File: src/rtl/bram_ctrl_pkg.sv
// Shared types and default widths for the bram_ctrl arbiter/sequencer.
package bram_ctrl_pkg;

    localparam int AW_DEFAULT = 10;
    localparam int DW_DEFAULT = 32;

    typedef enum logic [1:0] {
        RUN   = 2'd0,
        DRAIN = 2'd1,
        CLEAR = 2'd2
    } state_e;

    typedef enum logic {
        PORT_A = 1'b0,
        PORT_B = 1'b1
    } port_e;

endpackage

File: src/rtl/rr_arb2.sv
// Two-request round-robin arbiter; the grant history advances only on a handshake.
module rr_arb2
    import bram_ctrl_pkg::*;
(
    input  logic clk,
    input  logic rst_n,
    input  logic en,
    input  logic req_a,
    input  logic req_b,
    input  logic advance,
    output logic gnt_a,
    output logic gnt_b
);

    port_e last_grant_q, last_grant_d;

    always_comb begin
        gnt_a        = 1'b0;
        gnt_b        = 1'b0;
        last_grant_d = last_grant_q;
        if (en) begin
            // On a tie, the port that did not win last time goes first.
            if (req_a && req_b) begin
                gnt_a = (last_grant_q == PORT_B);
                gnt_b = (last_grant_q == PORT_A);
            end else begin
                gnt_a = req_a;
                gnt_b = req_b;
            end
        end
        if (advance) begin
            last_grant_d = gnt_a ? PORT_A : PORT_B;
        end
    end

    always_ff @(posedge clk or negedge rst_n) begin
        if (!rst_n) begin
            last_grant_q <= PORT_B;
        end else begin
            last_grant_q <= last_grant_d;
        end
    end

endmodule

File: src/rtl/bram_ctrl.sv
// Shares a single-port BRAM between two requesters and optionally sweep-clears it.
// The clear sequencer is built only when BRAM_CTRL_CLEAR_EN is defined.
module bram_ctrl
    import bram_ctrl_pkg::*;
#(
    parameter int            AW        = AW_DEFAULT,
    parameter int            DW        = DW_DEFAULT,
    parameter logic [DW-1:0] CLR_VALUE = '0
) (
    input  logic          clk,
    input  logic          rst_n,
    input  logic          a_valid,
    output logic          a_ready,
    input  logic          a_we,
    input  logic [AW-1:0] a_addr,
    input  logic [DW-1:0] a_wdata,
    output logic          a_rvalid,
    output logic [DW-1:0] a_rdata,
    input  logic          b_valid,
    output logic          b_ready,
    input  logic          b_we,
    input  logic [AW-1:0] b_addr,
    input  logic [DW-1:0] b_wdata,
    output logic          b_rvalid,
    output logic [DW-1:0] b_rdata,
    input  logic          clr_start,
    output logic          clr_busy,
    output logic          clr_done,
    output logic          mem_we,
    output logic [AW-1:0] mem_addr,
    output logic [DW-1:0] mem_din,
    input  logic [DW-1:0] mem_dout
);

    state_e        state_q;
    logic [AW-1:0] clr_addr_q;
    logic          clr_busy_q;
    logic          clr_done_q;
    logic          arb_en;

    logic          gnt_a, gnt_b, handshake;

    logic          cmd_v_q, cmd_v_d;
    port_e         cmd_port_q, cmd_port_d;
    logic          cmd_we_q, cmd_we_d;
    logic [AW-1:0] cmd_addr_q, cmd_addr_d;
    logic [DW-1:0] cmd_wdata_q, cmd_wdata_d;

    logic          a_rvalid_q, a_rvalid_d;
    logic [DW-1:0] a_rdata_q, a_rdata_d;
    logic          b_rvalid_q, b_rvalid_d;
    logic [DW-1:0] b_rdata_q, b_rdata_d;

`ifdef BRAM_CTRL_CLEAR_EN
    state_e        state_d;
    logic [AW-1:0] clr_addr_d;
    logic          clr_busy_d;
    logic          clr_done_d;

    always_comb begin
        state_d    = state_q;
        clr_addr_d = clr_addr_q;
        clr_done_d = 1'b0;
        unique case (state_q)
            RUN: begin
                if (clr_start) state_d = DRAIN;
            end
            DRAIN: begin
                state_d    = CLEAR;
                clr_addr_d = '0;
            end
            CLEAR: begin
                clr_addr_d = clr_addr_q + AW'(1);
                if (&clr_addr_q) begin
                    state_d    = RUN;
                    clr_done_d = 1'b1;
                end
            end
            default: state_d = RUN;
        endcase
        clr_busy_d = (state_d != RUN);
    end

    always_ff @(posedge clk or negedge rst_n) begin
        if (!rst_n) begin
            state_q    <= RUN;
            clr_addr_q <= '0;
            clr_busy_q <= 1'b0;
            clr_done_q <= 1'b0;
        end else begin
            state_q    <= state_d;
            clr_addr_q <= clr_addr_d;
            clr_busy_q <= clr_busy_d;
            clr_done_q <= clr_done_d;
        end
    end

    // Gating on clr_start keeps a command from slipping in alongside the clear request.
    assign arb_en = (state_q == RUN) && !clr_start;
`else
    logic unused_clr_start;

    assign state_q          = RUN;
    assign clr_addr_q       = '0;
    assign clr_busy_q       = 1'b0;
    assign clr_done_q       = 1'b0;
    assign arb_en           = 1'b1;
    assign unused_clr_start = clr_start;
`endif

    rr_arb2 u_arb (
        .clk     (clk),
        .rst_n   (rst_n),
        .en      (arb_en),
        .req_a   (a_valid),
        .req_b   (b_valid),
        .advance (handshake),
        .gnt_a   (gnt_a),
        .gnt_b   (gnt_b)
    );

    assign a_ready   = gnt_a;
    assign b_ready   = gnt_b;
    assign handshake = (a_valid && gnt_a) || (b_valid && gnt_b);

    always_comb begin
        cmd_v_d     = handshake;
        cmd_port_d  = cmd_port_q;
        cmd_we_d    = cmd_we_q;
        cmd_addr_d  = cmd_addr_q;
        cmd_wdata_d = cmd_wdata_q;
        if (handshake) begin
            cmd_port_d  = gnt_a ? PORT_A : PORT_B;
            cmd_we_d    = gnt_a ? a_we : b_we;
            cmd_addr_d  = gnt_a ? a_addr : b_addr;
            cmd_wdata_d = gnt_a ? a_wdata : b_wdata;
        end
    end

    // Read data is captured in the cycle the RAM is addressed, so it lands two cycles after acceptance.
    always_comb begin
        a_rvalid_d = cmd_v_q && !cmd_we_q && (cmd_port_q == PORT_A);
        b_rvalid_d = cmd_v_q && !cmd_we_q && (cmd_port_q == PORT_B);
        a_rdata_d  = a_rvalid_d ? mem_dout : a_rdata_q;
        b_rdata_d  = b_rvalid_d ? mem_dout : b_rdata_q;
    end

    always_ff @(posedge clk or negedge rst_n) begin
        if (!rst_n) begin
            cmd_v_q     <= 1'b0;
            cmd_port_q  <= PORT_A;
            cmd_we_q    <= 1'b0;
            cmd_addr_q  <= '0;
            cmd_wdata_q <= '0;
            a_rvalid_q  <= 1'b0;
            a_rdata_q   <= '0;
            b_rvalid_q  <= 1'b0;
            b_rdata_q   <= '0;
        end else begin
            cmd_v_q     <= cmd_v_d;
            cmd_port_q  <= cmd_port_d;
            cmd_we_q    <= cmd_we_d;
            cmd_addr_q  <= cmd_addr_d;
            cmd_wdata_q <= cmd_wdata_d;
            a_rvalid_q  <= a_rvalid_d;
            a_rdata_q   <= a_rdata_d;
            b_rvalid_q  <= b_rvalid_d;
            b_rdata_q   <= b_rdata_d;
        end
    end

    assign mem_addr = (state_q == CLEAR) ? clr_addr_q : cmd_addr_q;
    assign mem_din  = (state_q == CLEAR) ? CLR_VALUE : cmd_wdata_q;
    assign mem_we   = (state_q == CLEAR) ? 1'b1 : (cmd_v_q && cmd_we_q);

    assign a_rvalid = a_rvalid_q;
    assign a_rdata  = a_rdata_q;
    assign b_rvalid = b_rvalid_q;
    assign b_rdata  = b_rdata_q;
    assign clr_busy = clr_busy_q;
    assign clr_done = clr_done_q;

endmodule

File: config.mk
export PLATFORM = sky130hd
export DESIGN_NAME = bram_ctrl
export DESIGN_NICKNAME = d
export VERILOG_FILES = /design/src/rtl/bram_ctrl_pkg.sv /design/src/rtl/rr_arb2.sv /design/src/rtl/bram_ctrl.sv
export SDC_FILE = /design/constraint.sdc
export NUM_CORES = 1
export LEC_CHECK = 0
export ABC_CLOCK_PERIOD_IN_PS = 5200
export CORE_ASPECT_RATIO = 1.75
export CORE_MARGIN = 5
export CORE_UTILIZATION = 40
export CTS_CLUSTER_DIAMETER = 40
export DETAILED_ROUTE_END_ITERATION = 16
export PLACE_DENSITY_LB_ADDON = 0.08
export SLEW_MARGIN = 40
export SYNTH_ARGS = -nofsm -noshare
export SYNTH_HDL_FRONTEND = slang
export SYNTH_HIERARCHICAL = 1
export SYNTH_SLANG_ARGS = --single-unit
File: constraint.sdc
create_clock -name clk -period 5.2 [get_ports clk]
set_input_delay 0.52 -clock clk [delete_from_list [all_inputs] [get_ports clk]]
set_output_delay 0.52 -clock clk [all_outputs]
set_load 0.02 [all_outputs]
* Yosys cells after proc, flatten, opt, wreduce, memory -nomap -nowiden *
Index checks and enable logic that the tools add are counted.
W data, S select, Z words.

storage, ports and cells
  register bits = 112
  input bits = 123
  output and inout port bits = 113
  logic and storage cells = 27

operators by class
  multiplexer cells = 6
  bitwise gates (word level) = 2
  reduce and logical (&&, ||, !) cells = 9

operator list
  cell                 count
  $mux W32             1
  $mux W10             1
  $logic_and A1 B1 Y1  7
  $mux W1              4
  $not A1 Y1           2
  $logic_not A1 Y1     1
  $logic_or A1 B1 Y1   1

* Depth between registers and ports, before layout *
  depth after elaboration = 4
  gate-level depth with buffers = 8

* Hierarchy *
Netlist, hierarchy kept.

modules (own cells, without submodules)
  module     times used  cells each  area each (um2)  sequential area each (um2)
  bram_ctrl  1           289         4803.4           2777.7
  rr_arb2    1           7           67.6             26.3

* Worst setup path after synthesis *
Ideal clock, no wire load.

  kind = reg-to-reg
  from = register u_arb.last_grant_q
  to = register cmd_addr_q[0] (netlist: mem_addr[0])
  setup time = 0.125 ns
  arrival time = 1.946 ns
  slack = 3.129 ns
  stages on the path, launching flop included = 7
  clock period less this slack = 2.071 ns
  cell sequence = dfstp_2 -> nand2b_1 -> and3_1 -> buf_2 -> buf_2 -> mux2_2 -> mux2_4

RTL lines
  item                    RTL line          RTL
  from (decl)             rr_arb2.sv:15     port_e last_grant_q, last_grant_d;
  from (signal assigned)  rr_arb2.sv:40     last_grant_q <= last_grant_d;
  $mux W1 *               rr_arb2.sv:23     if (req_a && req_b) begin
  net a_ready             bram_ctrl.sv:13   output logic a_ready,
  $logic_and A1 B1 Y1     bram_ctrl.sv:124  assign handshake = (a_valid && gnt_a) || (b_valid && gnt_b);
  $logic_or A1 B1 Y1      bram_ctrl.sv:124
  to (signal assigned)    bram_ctrl.sv:163  cmd_addr_q <= cmd_addr_d;
  to (decl)               bram_ctrl.sv:46   logic [AW-1:0] cmd_addr_q, cmd_addr_d;

Mark *: on every way through the listed nets, which the timed path passes. The rest lies on a longest branch.
A chain may end at the register's enable or synchronous reset.

* Final worst setup path *
  from = input port b_valid
  to = output port a_ready

on the way
  cells in the longest elaborated chain, start to end = 2

RTL lines
  item                 RTL line         RTL
  from (decl)          bram_ctrl.sv:19  input logic b_valid,
  $logic_and A1 B1 Y1  rr_arb2.sv:23
  $mux W1              rr_arb2.sv:23
  to (decl)            bram_ctrl.sv:13

Every way passes these cells.

==> impl_metrics.tcl <==
set metrics [dict create \
    whs_ps 130 \
    drv_slew 0 \
    powerDensity_nw_per_um2 516 \
    crit_fanout 45 \
    post-route-period-util_pct 59.0 \
    drive_gt1_share_pct 32.3 \
    syn_avg_cell_area_um2 16.5 \
    outcome "finished clean" \
    synth_seq_cells 112 \
    antenna_left 0 \
    dp_hpwl_um 9540 \
    hold_class "primary input to async pin" \
    cts.reportedPaths.clkPinSlew_ps 80 \
    critPathLaunchType "primary input" \
    criticalPathCategory "primary input to primary output" \
    skew_ps 11.9 \
    r2r_slack_ps 2850 \
    grt_start_max_net_pins 61 \
    cts_tree "done" \
    hold_viol 0 \
    end_kind "primary output" \
    drt-initial-drc-count 77 \
    cts-root-buf "clkbuf_16" \
    layout_commonest_cell "clkdlybuf4s50_1" \
    cap_violations 0 \
    cts_buffer_depth 2 \
    antenna_found_initial 0 \
    routabilityCongestion 0.724 \
    ios 236 \
    critical_path.top_delay_family "buffers and inverters" \
    clock.fmax_ghz 0.326 \
    final_cell_mix "clkdlybuf4s50_1, dfrtp_1, mux2_2, mux2_4, clkbuf_16" \
    postCtsSetupBuffers 0 \
    multi_input_area_um2 1960 \
    worstPathRequired_ps 4680 \
    start_util_pct 40.6 \
    crit_top_cell "clkdlybuf4s50_1" \
    wl_per_cell_um 18.1 \
    cts_buffers 9 \
    insertion_delay_ps 350 \
    power.static_leakage_uw 0.00319 \
    hold_buffers 0 \
    ys_seq_area_share_pct 57.6 \
    route.detailed.drc 0 \
    antenna_cells 0 \
    cp.arrival_ps 2550 \
    die_h_um 156 \
    firstDrtPassIters 3 \
    ys.warnings.count 6 \
    max-vdd-ir-drop_mv 0.312 \
    cts_resized 0 \
    slowest_delay_ps 710 \
    path_cells "clkdlybuf4s50_1 > nand2b_1 > and3_2 > buf_4 > clkdlybuf4s50_1" \
    area_growth_pct 57.2 \
    rsz0062_at_grt "false" \
    slew-limit-headroom_pct 54.8 \
    drt_wl_total_um 12600 \
    setup_viol 0 \
    syn_area_um2 4870 \
    die_w_um 93.4 \
    place.port_buffers 232 \
    seq_area_um2 2800 \
    track_usage_pct 17.3 \
    cp.buffers_inverters 3 \
    fin_area_um2 7650 \
    fin_util_pct 63.8 \
    grt_use_met1_pct 18.0 \
    via_count 3321 \
    core_um2 12000 \
    grt_overflow 0 \
    slowest_stage "clkdlybuf4s50_1" \
    cts.sink_count 112 \
    grt_pass1_vias 3729 \
    num-fill-cells 912 \
    finalSetupTns_ps 0 \
    yosysUniqueCellTypes 21 \
    dpl_cell_area_um2 7340 \
    grt_use_met3_pct 6.32 \
    die_area_um2 14600 \
    syn_inst 296 \
    layout.nets 653 \
    worstMarginPinSlew_ps 677 \
    cts_max_level 3 \
    grt-busiest-layer "met2" \
    vias_per_cell 4.74 \
    num_rows 53 \
    gr-usage-met2_pct 31.8 \
    timing.final.crit_period_ps 3070 \
    grt_pass1_wl_um 19600 \
]
==> routing by layer <==
metal / share of wire (%) / routed length, µm
met3: 9.8 / 1240
met2: 55 / 6930
met1: 34 / 4270
met4: 1.5 / 195
met5: 0 / 0
==> power breakdown <==
part | switching, µW | internal (µW)
clock network | 328 | 384
registers | 185 | 1230
logic | 811 | 1010
total | 1320 | 2630
==> layout make-up <==
class	instances	share of cell area [%]
clock buffers	9	2.94
repair buffers	238	30.9
clock inverters	7	1.18
multi-input cells	168	25.6
well taps	165	2.70
inverters	1	0.0490
flip-flops and latches	112	36.6
==> worst reg2reg max path, cell delays in order, from the launching register on <==
cell	delay [ps]
dfstp_2	540
nand2b_1	140
and3_2	200
a22o_2	560
buf_4	420
mux2_2	380
==> registers in the layout, indices dropped and copies added, names as in the netlist <==
register / cells
a_rdata: 32
a_rvalid: 1
b_rdata: 32
b_rvalid: 1
cmd_port_q: 1
cmd_v_q: 1
cmd_we_q: 1
mem_addr: 10
mem_din: 32
u_arb/last_grant_q: 1
==> synth_stat cells (all sizes together) <==
cell type	count	area share (%)
mux2	150	38
a22o	1	0.18
nand2b	1	0.13
dfrtp	111	57
dfstp	1	0.54
and2	1	0.13
conb	2	0.15
a21oi	3	0.31
a41oi	1	0.33
nor3b	1	0.26
and3	1	0.13
nand2	1	0.077
nor2	1	0.077
buf	18	2.6
nand3b	1	0.15
a21o	1	0.15
inv	1	0.077
==> worst paths after layout <==
check                                   start           to  cells past startpoint
setup / recovery                      b_valid      a_ready                      5
hold / removal                          rst_n   mem_din[2]                      1
setup reg to reg           u_arb/last_grant_q  mem_addr[9]                      5
hold reg to reg                    a_rdata[5]   a_rdata[5]                      1
max in group asynchronous               rst_n  b_rdata[19]                      2
min in group clk                   a_rdata[5]   a_rdata[5]                      1
==> cells by family (layout without fill, tap and decap cells) <==
group	count (synthesis)	in the layout	synth area share [%]
AO/OA/AOI/OAI	6	6	0.976
buffers and inverters	19	255	2.67
flip-flops	112	112	57.6
multiplexers	150	150	37.7
other	2	5	0.154
AND/OR/NAND/NOR	7	7	0.951
==> through the flow <==
step / total power [µW] / setup WS, ps / instances
global placement: 3240 / 2180 / 684
detailed placement: 3280 / 2110 / 684
finish: 3950 / 2130 / 700
floorplan: 2310 / 3130 / 299
global route: 4160 / 2030 / 700
CTS: 4010 / 2110 / 700
Power figures use the tool's default switching activity.
